===== config.mk =====
export PLATFORM = sky130hd
export DESIGN_NAME = hist_frame_ctrl
export DESIGN_NICKNAME = d
export VERILOG_FILES = /design/src/rtl/hist_pkg.sv /design/src/rtl/bin_decoder.sv /design/src/rtl/hist_frame_ctrl.sv
export SDC_FILE = /design/constraint.sdc
export NUM_CORES = 1
export LEC_CHECK = 0
export CORE_AREA = 2 2 208 210
export DETAILED_ROUTE_END_ITERATION = 10
export DIE_AREA = 0 0 210 212
export GPL_TIMING_DRIVEN = 0
export HOLD_SLACK_MARGIN = 0.12
export PLACE_DENSITY_LB_ADDON = 0.15
export SLEW_MARGIN = 5
export SYNTH_ARGS = -nofsm -noshare
export SYNTH_HDL_FRONTEND = slang
export SYNTH_HIERARCHICAL = 1
export SYNTH_SLANG_ARGS = --single-unit

===== constraint.sdc =====
create_clock -name clk -period 4.1 [get_ports clk]
set_input_delay 0.82 -clock clk [delete_from_list [all_inputs] [get_ports clk]]
set_output_delay 0.82 -clock clk [all_outputs]
set_load 0.01 [all_outputs]

===== src/rtl/hist_pkg.sv =====
// Shared types and sizes for the histogram frame controller.
package hist_pkg;

  localparam int NUM_BINS  = 256;
  localparam int BIN_W     = 8;
  localparam int PIX_CNT_W = 15;
  localparam int MASS_W    = 9;

  typedef enum logic [2:0] {
    IDLE,
    ACCUM,
    SETTLE,
    SCAN,
    REPORT,
    FLUSH
  } stateT;

endpackage


===== src/rtl/bin_decoder.sv =====
// Registered 8-to-256 one-hot decoder driving the bin counter increments.
module bin_decoder
  import hist_pkg::*;
(
  input  logic                clk,
  input  logic                clear,
  input  logic                en,
  input  logic [BIN_W-1:0]    idx,
  output logic [NUM_BINS-1:0] oneHot
);

  localparam logic [NUM_BINS-1:0] BIT0 = {{(NUM_BINS-1){1'b0}}, 1'b1};

  // NOTE: registers are written with <= so every flop samples pre-edge values.
  always_ff @(posedge clk) begin
    if (clear) begin
      oneHot <= '0;
    end else if (en) begin
      oneHot <= BIT0 << idx;
    end else begin
      oneHot <= '0;
    end
  end

endmodule


===== src/rtl/hist_frame_ctrl.sv =====
// Frame controller: accumulates FRAME_PIXELS pixels into bin counters, then scans
// the CDF comparator flags and reports their count. Optional: HIST_FRAME_CTRL_EXTENT_EN.
module hist_frame_ctrl
  import hist_pkg::*;
#(
  parameter int FRAME_PIXELS = 16384
) (
  input  logic                clk,
  input  logic                clear,
  input  logic                start,
  input  logic                pix_valid,
  input  logic [BIN_W-1:0]    pix_data,
  output logic                pix_ready,
  output logic [NUM_BINS-1:0] bin_inc,
  output logic                cnt_clear,
  input  logic [NUM_BINS-1:0] cdf_flags,
  output logic                busy,
  output logic [MASS_W-1:0]   mass_count,
  output logic                mass_valid
`ifdef HIST_FRAME_CTRL_EXTENT_EN
  ,
  output logic [BIN_W-1:0]    lo_bin,
  output logic [BIN_W-1:0]    hi_bin
`endif
);

  localparam logic [PIX_CNT_W-1:0] LAST_PIX = PIX_CNT_W'(FRAME_PIXELS - 1);

  stateT                state;
  logic [PIX_CNT_W-1:0] pixCount;
  logic                 settleCnt;
  logic [BIN_W-1:0]     scanIdx;
  logic [MASS_W-1:0]    massAcc;
  logic [MASS_W-1:0]    massNext;
  logic                 flagNow;
  logic                 accept;

  assign pix_ready = (state == ACCUM);
  assign busy      = (state != IDLE);
  assign accept    = pix_valid & pix_ready;
  // Reset must also wipe the external bin counters, so it bypasses the FSM.
  assign cnt_clear = clear | (state == FLUSH);

`ifdef HIST_FRAME_CTRL_EXTENT_EN
  logic             scanAny;
  logic [BIN_W-1:0] scanLo;
  logic [BIN_W-1:0] scanHi;
  logic             anyNext;
  logic [BIN_W-1:0] loNext;
  logic [BIN_W-1:0] hiNext;
`endif

  // NOTE: every signal written here gets a value first, so no latch is inferred.
  always_comb begin
    flagNow  = cdf_flags[scanIdx];
    massNext = massAcc + MASS_W'(flagNow);
`ifdef HIST_FRAME_CTRL_EXTENT_EN
    anyNext  = scanAny | flagNow;
    loNext   = scanAny ? scanLo : (flagNow ? scanIdx : '0);
    hiNext   = flagNow ? scanIdx : scanHi;
`endif
  end

  always_ff @(posedge clk) begin
    if (clear) begin
      state      <= IDLE;
      pixCount   <= '0;
      settleCnt  <= 1'b0;
      scanIdx    <= '0;
      massAcc    <= '0;
      mass_count <= '0;
      mass_valid <= 1'b0;
`ifdef HIST_FRAME_CTRL_EXTENT_EN
      scanAny    <= 1'b0;
      scanLo     <= '0;
      scanHi     <= '0;
      lo_bin     <= '0;
      hi_bin     <= '0;
`endif
    end else begin
      mass_valid <= 1'b0;
      unique case (state)
        IDLE: if (start) state <= ACCUM;
        ACCUM: begin
          if (accept) begin
            pixCount <= pixCount + 1'b1;
            if (pixCount == LAST_PIX) begin
              state     <= SETTLE;
              settleCnt <= 1'b0;
            end
          end
        end
        SETTLE: begin
          // First cycle lands the last increment, second lets the comparators settle.
          settleCnt <= 1'b1;
          if (settleCnt) begin
            state   <= SCAN;
            scanIdx <= '0;
            massAcc <= '0;
          end
        end
        SCAN: begin
          massAcc <= massNext;
          scanIdx <= scanIdx + 1'b1;
`ifdef HIST_FRAME_CTRL_EXTENT_EN
          scanAny <= anyNext;
          scanLo  <= loNext;
          scanHi  <= hiNext;
`endif
          // Result is loaded on the last scan edge so it is valid during REPORT.
          if (scanIdx == {BIN_W{1'b1}}) begin
            mass_count <= massNext;
            mass_valid <= 1'b1;
`ifdef HIST_FRAME_CTRL_EXTENT_EN
            lo_bin     <= loNext;
            hi_bin     <= hiNext;
`endif
            state      <= REPORT;
          end
        end
        REPORT: state <= FLUSH;
        FLUSH: begin
          pixCount <= '0;
          massAcc  <= '0;
          scanIdx  <= '0;
`ifdef HIST_FRAME_CTRL_EXTENT_EN
          scanAny  <= 1'b0;
          scanLo   <= '0;
          scanHi   <= '0;
`endif
          state    <= IDLE;
        end
        default: state <= IDLE;
      endcase
    end
  end

  bin_decoder u_decoder (
    .clk    (clk),
    .clear  (clear),
    .en     (accept),
    .idx    (pix_data),
    .oneHot (bin_inc)
  );

endmodule


==> results.txt <==
After clock tree synthesis, the setup repair step added 0 buffers. The area taken by multi-input logic gates is 4780 µm². Counting every net in the synthesized netlist gives 1,287. The die area came out at 44,500 µm². The global-route usage over all layers is 20.8%.

The reported leakage power came out at 6.08 nW. For the finished layout, the period the worst path requires is 3.88 ns. For this run, design rule violations remaining after detail routing come to 0.

The required time reported for the critical path endpoint came out at 4.55 ns. The post-detailed-routing wire length came out at 48.1 mm. In this run the tightest slew margin relative to its limit is 42.4%. Once detail routing completed, the nets flagged for antenna violations numbered 0. The count of buffers added on input and output ports is 536.

In this run, post-CTS hold repair placed 0 buffers. The critical path goes through buf_6, buf_12, buf_6, mux4_2, mux2i_2, o32ai_1, a311o_1, o21bai_1, o32ai_2, ha_1, ha_1, nand3_1, nor2_2, nand3_1, xnor2_1, a22oi_1, nor2_1. The top cell types in the final layout, fill and taps aside, are sky130_fd_sc_hd__clkdlybuf4s50_1, sky130_fd_sc_hd__dfxtp_1, sky130_fd_sc_hd__nor3_1. The area taken by flip-flops and latches came out at 6050 µm².

The kind of capture point of the worst setup path is a flop. The area growth from synthesis to layout is 62.5%. In this run the worst path has a maximum fanout of 10.

For this design the ratio of total power to cell area is 342 nW/µm². The HPWL after detailed placement is 37.8 mm. 0 antenna diodes ended up in the layout. The number of top-level design ports came out at 537. In the synthesized netlist the dominant register cell turns out to be sky130_fd_sc_hd__dfxtp_1. The initial antenna violation count came to 0.

The count of flip-flops with a built-in enable after synthesis came out at 0. The register clock-pin slew on the reported worst setup and hold paths is 0.07 ns. The placement row count came out at 76.

The number of violations reported at the end of detailed-routing iteration 0 is 404. The worst-case IR drop observed on VDD is 0.000232 V. Max-cap violations in this run came to 0. The die outline height is 212 µm.

Counting tap cells, the placed design contains a total of 2,097 instances. The global route total overflow came out at 0. The number of iterations in the first detailed-routing pass came out at 5. The actual transition at the worst max-transition pin is 0.864 ns.

The post-synthesis average cell area came out at 11.2 µm². The die outline width came out at 210 µm. In the synthesized netlist, the number of instances is 1,015.

Setup repair after global routing left no endpoint under its margin. The fill cell instance count of the final layout is 4,081. The final-report hold violation count came to 0. In the synthesized netlist the async set-or-reset flop fraction comes to 0%.

The worst setup path is of the reg -> reg kind. TritonCTS built the clock tree. The wire length of the first global-routing pass came out at 68.5 mm. The TritonCTS buffer count is 31. Counting distinct cell types in the post-synthesis netlist gives 49. Yosys printed 6 warnings. The vias after detailed routing is 10,200.

The final routed wire length divided by cell count came out at 22.3 µm. The cell at the slowest stage of the critical path is sky130_fd_sc_hd__mux4_2. The latest clock arrival within the worst-skew pair is 0.57 ns. The congestion estimate from routability-driven global placement came to 0.833. The run finished with clean final reports. In the routed layout, each cell is associated on average with a via count of 4.75.

The library cell used most frequently in the layout, excluding fill and tap cells, is sky130_fd_sc_hd__clkdlybuf4s50_1. The data arrival time at the worst-slack endpoint is 4.33 ns. The critical path's largest stage delay came out at 0.52 ns. The post-synthesis instance area is 11,400 µm². After synthesis, flip-flops and latches occupy 53.2% of the total area. The number of endpoints failing setup at the final stage came out at 0. The final critical-path share of the clock period came out at 94.7%. The core region is 42,500 µm².

The final worst clock skew is 0.0163 ns. The kind of path behind the tightest hold check is reg -> reg. The maximum number of pins on one net before global-route repair came out at 16.

The maximum clock insertion buffer count came out at 3. The share of layout cells above drive strength 1 is 10.5%. The count of non-filler cells in the finished layout is 2,153. The hold slack came out at 0.473 ns. The starting density of the core came out at 26.7%.

The number of sinks on the clock net came out at 302. The synthesized design contains 302 register bits. The maximum frequency from static timing analysis came out at 258 MHz. STA classifies the critical path startpoint as a flop. The H-tree depth reported by CTS came out at 1.

The via count of the first global-routing pass is 10,500. The number of pins exceeding their max-slew limit in the final report is 0. Once layout is complete, the utilization of the core stands at 43.4%. The root buffer cell chosen for the clock tree is sky130_fd_sc_hd__clkbuf_16. The final layout contains 1,856 nets.
critical path: cells and delay by family, from the launching register on:
| family | cells | cell delay, ns |
|---|---|---|
| buf+inv | 3 | 0.60 |
| simple gates | 4 | 0.45 |
| flops | 1 | 0.35 |
| mux | 2 | 0.79 |
| fa+ha+maj | 2 | 0.46 |
| xor+xnor | 1 | 0.09 |
| compound gates | 5 | 1.01 |
synth_stat cells (14+ instances only):
cell type / count / share of area (%)
sky130_fd_sc_hd__buf_1: 25 / 0.83
sky130_fd_sc_hd__buf_2: 19 / 0.84
sky130_fd_sc_hd__clkbuf_1: 62 / 2.0
sky130_fd_sc_hd__dfxtp_1: 302 / 53
sky130_fd_sc_hd__mux2i_1: 19 / 1.7
sky130_fd_sc_hd__mux4_2: 56 / 11
sky130_fd_sc_hd__nand2_1: 23 / 0.76
sky130_fd_sc_hd__nand3_1: 14 / 0.62
sky130_fd_sc_hd__nor2_1: 60 / 2.0
sky130_fd_sc_hd__nor3_1: 237 / 10
sky130_fd_sc_hd__nor3_2: 22 / 1.9
sky130_fd_sc_hd__xor2_1: 19 / 1.5
registers in the layout (all words and copies together) (netlist names):
name              cells
u_decoder/oneHot    256
pixCount             15
massAcc               9
mass_count            9
scanIdx               8
state                 3
mass_valid            1
settleCnt             1
final cells by class:
cell class	count	area share (%)
sequential	302	32.8
timing repair buffer	536	29.1
multi-input combinational	595	25.9
clock buffer	46	4.94
tap	546	3.70
buffer	118	3.15
clock inverter	10	0.502
final timing paths:
kind              startpoint          to  slack (ns)  depth (start not counted)
setup reg to reg  scanIdx[0]  massAcc[8]        0.22                         17
hold reg to reg   massAcc[0]  massAcc[0]        0.47                          2
hold / removal    massAcc[0]  massAcc[0]        0.47                          2
setup / recovery  scanIdx[0]  massAcc[8]        0.22                         17
metal layers:
layer  track usage [%]  vias up  routed length, µm
li1                  -     4818                  -
met1              23.5     4937              18500
met2              38.4      398              24800
met3              5.29       67               3330
met4              6.31        2               1340
met5                 0        -                  6
stage by stage:
step	setup TNS [ns]	setup slack, ns	instance area [µm²]	power (mW)
6_report	0	0.217	18500	6.31
5_1_grt	0	0.00762	18500	6.54
4_1_cts	0	0.00228	18400	6.39
3_5_place_dp	-1.51	-0.381	17400	3.62
3_3_place_gp	-1.28	-0.327	17400	3.61
2_1_floorplan	0	0.668	11400	3.24
repair_timing:
item | 4_1_cts | 5_1_grt
pin swaps | 0 | 1
endpoints found under the setup margin | 10 | 6
gates cloned | 0 | 0
hold endpoints to repair | 0 | 0
resized for setup | 6 | 14
where the power goes:
group | total, mW | internal (mW) | switching, mW
registers | 2.95 | 2.94 | 0.00484
logic | 0.601 | 0.356 | 0.245
clock network | 2.77 | 1.60 | 1.17
cells by family (layout without fill, tap and decap cells):
kind of cell / Yosys count / after routing / synth area share [%]
compound gates: 57 / 57 / 3.51
xor+xnor: 28 / 28 / 2.16
fa+ha+maj: 4 / 4 / 0.441
buf+inv: 118 / 710 / 4.85
flops: 302 / 302 / 53.2
mux: 91 / 91 / 16.1
simple gates: 415 / 415 / 19.7
(Power assumes the default switching activity.)
